File: config.mk
export PLATFORM = sky130hd
export DESIGN_NAME = mem_port_arbiter
export DESIGN_NICKNAME = d
export VERILOG_FILES = /design/src/rtl/mem_port_arbiter.sv
export SDC_FILE = /design/constraint.sdc
export NUM_CORES = 1
export LEC_CHECK = 0
export BUFFER_PORTS_ARGS = -buffer_cell sky130_fd_sc_hd__buf_2
export CORE_UTILIZATION = 46
export DETAILED_ROUTE_END_ITERATION = 12
export PLACE_DENSITY = 0.85
export SYNTH_ARGS = -nofsm -noshare
export SYNTH_HDL_FRONTEND = slang
export SYNTH_SLANG_ARGS = --single-unit
File: constraint.sdc
create_clock -name clk -period 2.6 [get_ports clk]
set_clock_uncertainty 0.1 [all_clocks]
set_input_delay 0.52 -clock clk [delete_from_list [all_inputs] [get_ports clk]]
set_output_delay 0.52 -clock clk [all_outputs]
set_load 0.01 [all_outputs]
File: src/rtl/mem_port_arbiter.sv
// mem_port_arbiter
// Shares one data-memory request port between the pipeline MEM stage and a
// DMA/debug requester. The pipeline normally wins. DMA wins when it has been
// passed over STARVE_LIMIT times in a row while waiting. A transaction that
// gets no memAck within TIMEOUT busy cycles is aborted. An aborted read
// returns 32'hDEADBEEF and sets the sticky errFlag.
//
// Ports:
//   clk, rst            clock; asynchronous active-low reset
//   pipeMemCtrl         MEM-stage control (bit0 read, bit1 write, 11 = write)
//   pipeAddr/pipeWdata  MEM-stage address and store data
//   pipeStall           freezes the pipeline while its access is outstanding
//   pipeRdata           registered load data for the WB stage
//   dmaReq/dmaWe        DMA request (held until dmaDone) and write enable
//   dmaAddr/dmaWdata    DMA address and store data
//   dmaDone/dmaRdata    one-cycle completion pulse and registered load data
//   memReq/memWe        memory request and write enable
//   memAddr/memWdata    latched memory address and store data
//   memAck/memRdata     memory completion and read data
//   errFlag/errClr      sticky timeout error and its clear
module mem_port_arbiter #(
   parameter int TIMEOUT      = 15,
   parameter int STARVE_LIMIT = 4
) (
   input  logic        clk,
   input  logic        rst,
   input  logic [1:0]  pipeMemCtrl,
   input  logic [31:0] pipeAddr,
   input  logic [31:0] pipeWdata,
   output logic        pipeStall,
   output logic [31:0] pipeRdata,
   input  logic        dmaReq,
   input  logic        dmaWe,
   input  logic [31:0] dmaAddr,
   input  logic [31:0] dmaWdata,
   output logic        dmaDone,
   output logic [31:0] dmaRdata,
   output logic        memReq,
   output logic        memWe,
   output logic [31:0] memAddr,
   output logic [31:0] memWdata,
   input  logic        memAck,
   input  logic [31:0] memRdata,
   output logic        errFlag,
   input  logic        errClr
);

   localparam int CNT_W    = $clog2(TIMEOUT + 1);
   localparam int STARVE_W = $clog2(STARVE_LIMIT + 1);
   localparam logic [31:0] ABORT_DATA = 32'hDEADBEEF;

   typedef enum logic [1:0] {
      IDLE = 2'd0,
      PIPE = 2'd1,
      DMA  = 2'd2
   } state_t;

   state_t              state;
   state_t              stateNext;
   logic [CNT_W-1:0]    cycCnt;
   logic [STARVE_W-1:0] starveCnt;
   logic                pipeWants;
   logic                dmaEff;
   logic                starveFull;
   logic                busy;
   logic                timeout;
   logic                finish;
   logic                grantPipe;
   logic                grantDma;

   // Request qualification and transaction-end detection. dmaReq stays high
   // during the dmaDone cycle because the requester only sees dmaDone then.
   // That cycle's request is masked so a finished DMA is not granted twice.
   // A memAck in the final busy cycle completes the transfer normally
   // instead of aborting it.
   always_comb begin
      pipeWants  = (pipeMemCtrl != 2'b00);
      dmaEff     = dmaReq && !dmaDone;
      starveFull = (starveCnt == STARVE_W'(STARVE_LIMIT));
      busy       = (state != IDLE);
      timeout    = busy && !memAck && (cycCnt == CNT_W'(TIMEOUT - 1));
      finish     = busy && (memAck || timeout);
      memReq     = busy;
      pipeStall  = pipeWants && !((state == PIPE) && (memAck || timeout));
   end

   // Arbitration. Grants only happen from IDLE. Every completion or abort
   // therefore passes through at least one IDLE cycle before the next grant.
   always_comb begin
      stateNext = state;
      grantPipe = 1'b0;
      grantDma  = 1'b0;
      case (state)
         IDLE: begin
            if (pipeWants && !(dmaEff && starveFull)) begin
               grantPipe = 1'b1;
               stateNext = PIPE;
            end else if (dmaEff) begin
               grantDma  = 1'b1;
               stateNext = DMA;
            end
         end
         PIPE, DMA: begin
            if (finish) begin
               stateNext = IDLE;
            end
         end
         default: stateNext = IDLE;
      endcase
   end

   // State register. The asynchronous reset drops any transaction at once,
   // so memReq falls without waiting for a clock edge.
   always_ff @(posedge clk or negedge rst) begin
      if (!rst) begin
         state <= IDLE;
      end else begin
         state <= stateNext;
      end
   end

   // Datapath. The request is latched at grant and held until exit, so
   // requester inputs cannot disturb an access already in flight. Read data
   // (or the abort pattern) is captured on the edge that ends the access.
   // dmaDone is the registered form of that same edge.
   always_ff @(posedge clk or negedge rst) begin
      if (!rst) begin
         cycCnt    <= '0;
         starveCnt <= '0;
         memWe     <= 1'b0;
         memAddr   <= '0;
         memWdata  <= '0;
         pipeRdata <= '0;
         dmaDone   <= 1'b0;
         dmaRdata  <= '0;
         errFlag   <= 1'b0;
      end else begin
         dmaDone <= 1'b0;

         if (timeout) begin
            errFlag <= 1'b1;
         end else if (errClr) begin
            errFlag <= 1'b0;
         end

         if (!dmaEff || grantDma) begin
            starveCnt <= '0;
         end else if (grantPipe && !starveFull) begin
            starveCnt <= starveCnt + 1'b1;
         end

         if (grantPipe) begin
            memWe    <= pipeMemCtrl[1];
            memAddr  <= pipeAddr;
            memWdata <= pipeWdata;
         end else if (grantDma) begin
            memWe    <= dmaWe;
            memAddr  <= dmaAddr;
            memWdata <= dmaWdata;
         end

         if (grantPipe || grantDma) begin
            cycCnt <= '0;
         end else if (busy && !memAck && !timeout) begin
            cycCnt <= cycCnt + 1'b1;
         end

         if ((state == PIPE) && finish && !memWe) begin
            pipeRdata <= memAck ? memRdata : ABORT_DATA;
         end

         if ((state == DMA) && finish) begin
            dmaDone <= 1'b1;
            if (!memWe) begin
               dmaRdata <= memAck ? memRdata : ABORT_DATA;
            end
         end
      end
   end

endmodule

After elaboration in Yosys (flattened, before gate mapping)
Index checks and enable logic that the tools add are counted.
Storage, ports and cells
  bits in registers: 140
  output and inout bits: 133
  bits of input ports: 168
  word-level logic and storage cells: 76
Cells by class
  muxes and demuxes: 23
  add/subtract/negate cells: 2
  reduce and logical (&&, ||, !) cells: 34
  eq/ne operators: 6
  bitwise logic cells: 1
Operators with widths (count)
  two-way mux 32 bit: 5
  logical AND 1 bit: 13
  nonzero test 2 bit: 6
  two-way mux 1 bit: 10
  logical NOT 1 bit: 8
  two-way mux 4 bit: 2
  two-way mux 2 bit: 3
  two-way mux 3 bit: 2
  adder 4 x 1 -> 4 bit, second input constant: 1
  equality test 4 bit, second input constant: 1
  one-hot mux 2 bit (2 select lines): 1
  AND reduction 2 bit: 2
  adder 3 x 1 -> 3 bit, second input constant: 1
  equality test 3 bit, second input constant: 1
  logical OR 1 bit: 3
  inequality test 3 bit, second input constant: 1
  equality test 2 x 1 -> 1 bit, second input constant: 1
  equality test 2 bit, second input constant: 1
  logical NOT 2 bit: 1
  inequality test 2 bit, second input constant: 1
  OR reduction 2 bit: 1
  inverter 1 bit: 1

Longest topological paths before layout
  depth in word-level cells: 10
  depth in mapped cells: 8
  gate-level depth less buffers: 6

Worst setup path after synthesis
Ideal clock, no wire load.
  path type: reg-to-output
  start point: register state[0]
  end point: output pipeStall
  cell stages (with the launch flop): 6
  arrival time: 1217 ps
  required time: 1980 ps
  path slack: 763 ps
  path through: dfrtp_1 > inv_1 > ha_1 > nor2b_1 > a31o_1 > a21boi_0
Between the ends
  cells in the longest elaborated chain, start to end: 7
  elaborated cells on any way between the ends: 8
  those cells by class: 1 x eq/ne; 7 x reduce/logical
RTL lines
  start: declaration: line 58  | state_t state;
  start signal: assignment: line 118  | state <= stateNext;
  nonzero test 2 bit: line 80  | busy = (state != IDLE);
  logical AND 1 bit (2 in series): line 81  | timeout = busy && !memAck && (cycCnt == CNT_W'(TIMEOUT - 1));
  logical OR 1 bit: line 84  | pipeStall = pipeWants && !((state == PIPE) && (memAck || timeout));
  logical AND 1 bit *: line 84
  logical NOT 1 bit *: line 84
  logical AND 1 bit *: line 84
  end: declaration: line 30  | output logic pipeStall,
Mark *: on every way between the ends. The rest lies on a longest branch, timed or not.

Worst setup path after layout
Ends and elaborated chain as after synthesis.

==> summary.txt <==
Power
  • Clock power frac: 0.260
  • Logic gate share of total power: 0.367
  • Pwr Density: approximately 1200 nW/um2
  • Leak: between 4 and 5 nW
  • Total power: between 0.01 and 0.015 W
  • Sw Ratio: 0.349
  • P_int: 0.00661 W
  • Net Switching: about 0.0035 W
  • Share of power burned in registers: 0.373
  • Worst vdd ir: 688 uV

Finish
  • Sequential cell area: around 3500 um2
  • Multi-input gate area: 2230 um2
  • Final Non-Filler Cells: 990
  • Fin util: 0.657
  • Area growth, synth to finish: 39.1%
  • Nets: 980
  • Fillcell total: 995
  • Share of post-route cells with drive strength above 1: 0.430

Hold path
  • Hold path startpoint: errClr
  • Hold crit path type: in2reg

Clocking
  • Setup repair bufs after CTS: 0
  • Root Driver: clkbuf_16
  • Worst-skew pair later-pin latency: 0.41 ns
  • CTS buffer count: 17
  • CTS tree: done
  • CTS max path bufs: 2
  • H-tree depth: 4
  • Clk pin slew, worst setup/hold paths: roughly 0.06 ns
  • CTS Sinks: 140

Global route
  • First-pass GRT wire length: 23100 um
  • Initial antenna violation count: 2
  • Largest net degree at the start of global routing: roughly 110
  • Gr usage total: 0.225
  • Vias in the first global route: 4793
  • GRT overflow: 0

Place
  • Post-Place Cells: between 900 and 1k
  • Gpl congestion: 0.803
  • # port buffers: 300
  • Post-detail-place hpwl: ~11000 um

Route
  • DRC errors left: 0
  • Vias/cell: 5.11
  • Detailed-route via count: approximately 5.1k
  • First drt pass iteration count: 5
  • Wirelength per Cell: ~15 um
  • 1st-iter DRT viols: ~330
  • Post-route ant nets: 0
  • Total Wirelength: between 10000 and 15000 um

Worst setup path
  • FF-to-FF Start: starveCnt[0]$_DFFE_PN0P_
  • Crit. End Element: output port
  • Reg2Reg Setup Slack: 0.54 ns
  • Worst path required time: 1.98 ns
  • Startpoint types: flip-flop
  • Setup Crit Path Kind: reg2out
  • CP arrival: about 1.8 ns
  • CP max FO: 3
  • Critical Path Start: state[0]$_DFFE_PN0P_

Yosys
  • Mapped Area: 5960 um2
  • #FFs+latches synth: 140
  • Avg Inst Size Synth: 11.8 um2
  • Total number of yosys warnings: 0
  • Netlist cell types: 37
  • Count leader, synth: dfrtp_1
  • Synth top area cells: dfrtp_1 59%, mux2i_1 11%, o22a_1 7.0%, o21ai_1 5.2%, nand2_1 4.6%
  • Synthesized Nets: 682
  • Largest area contributor in the netlist: dfrtp_1
  • Post-synth top flop: dfrtp_1
  • EDFF count, synth: 0
  • Top cell type's share of synthesized area: 0.587
  • Synth Instances: 507
  • Register area share after synthesis: 0.587
  • Ys async rst share: 1.00
  • Top post-synthesis cells by count: 140 x dfrtp_1, 73 x nand2_1, 64 x mux2i_1

Die
  • Std-Cell Rows: 41
  • Die Wd: 116 um
  • Die area: approximately 13000 um2
  • Vert. Die Dim: 116 um
  • Initial core utilization: 0.473
  • # IOs: 301
  • Core area: 12600 um2

Timing
  • Final number of setup-violating endpoints: 0
  • FMAX: about 420 MHz
  • RSZ-0062 raised after global routing: no
  • Fin. max-slew vios: 0
  • Total negative slack: 0 ns
  • Hold Violations, Final: 0
  • Slew HR: 0.662
  • Worst slew pin tran: 0.507 ns
  • Period utilisation layout: 0.919
  • Min Tclk post-route: 2.39 ns

Run status
  • Status: finished clean

Job
  • MaxCap Viol Count: 0
-- worst paths after layout --
check                                      endpoint  cells after the start
setup / recovery                          pipeStall                      6
hold / removal                  errFlag$_DFFE_PN0P_                      2
setup reg to reg           memWdata[12]$_DFFE_PN0P_                      7
hold reg to reg             memAddr[16]$_DFFE_PN0P_                      2
max in group asynchronous  memWdata[30]$_DFFE_PN0P_                      3
min in group asynchronous  dmaRdata[17]$_DFFE_PN0P_                      2
-- repair_timing --
item,CTS,global route
endpoints found under the setup margin,0,1
hold buffers,1,0
gates resized for setup,0,1
hold endpoints to repair,53,0
-- placed cells by master (no fill, tap or decap), drive strengths merged, types with 2 or more instances in the layout --
cell type	count
a21oi	6
clkinvlp	3
nand2	74
ha	7
nor2b	3
clkinv	3
inv	10
nand3	9
nor3	2
o21ai	71
mux2i	64
a22o	16
o22a	48
nor2	4
nand4b	2
and2	4
buf	313
dfrtp	140
clkbuf	18
bufinv	5
nand2b	2
-- power groups by stage --
stage / clock (W) / sequential (W) / combinational [W]
2_1_floorplan: 0 / 0.00425 / 0.00172
4_1_cts: 0.00268 / 0.00379 / 0.00378
3_3_place_gp: 0 / 0.00377 / 0.00365
6_report: 0.00264 / 0.00379 / 0.00372
3_5_place_dp: 0 / 0.00380 / 0.00376
5_1_grt: 0.00278 / 0.00391 / 0.00418
-- registers in the layout, indices dropped and copies added (netlist names) --
signal / cells
dmaRdata: 32
memAddr: 32
memWdata: 32
pipeRdata: 32
cycCnt: 4
starveCnt: 3
state: 2
dmaDone: 1
errFlag: 1
memWe: 1
-- critical path, stage by stage, from the launching register on --
cell and delay, ns:
dfrtp_1 0.40, inv_1 0.10, ha_1 0.18, nor2b_1 0.08, a31o_1 0.24, a21boi_1 0.20, buf_2 0.16
-- kinds of logic (layout without fill, tap and decap cells) --
group	after synthesis	in the layout	synth area share
buffers and inverters	43	353	0.0407
AO/OA/AOI/OAI	149	149	0.172
adder cells (fa/ha/maj)	7	7	0.0147
other	0	1	0
AND/OR/NAND/NOR	104	104	0.0778
multiplexers	64	64	0.107
flip-flops	140	140	0.587
-- metrics by stage --
stage | cell area (um2) | worst slack (ns) | hold slack, ns
after floorplan | 5960 | 0.763 | 0.124
after global placement | 7630 | 0.556 | 0.361
after detailed placement | 7630 | 0.534 | 0.370
after CTS | 8290 | 0.113 | 0.175
after global routing | 8290 | 0.0719 | 0.185
final | 8290 | 0.210 | 0.192
-- routing by layer --
metal | track usage | up-vias | part of all wire
li1 | - | 2420 | -
met1 | 0.262 | 2397 | 0.41
met2 | 0.385 | 216 | 0.50
met3 | 0.0696 | 21 | 0.074
met4 | 0.0906 | 0 | 0.017
met5 | 0 | - | 0
-- layout make-up --
type,instances,share of cell area
clock inverter,13,0.0256
tap,172,0.0259
sequential,140,0.422
timing repair buffer,314,0.201
multi-input combinational,324,0.268
inverter,8,0.00362
antenna,1,0.000302
clock buffer,18,0.0529
(Power assumes the default switching activity.)
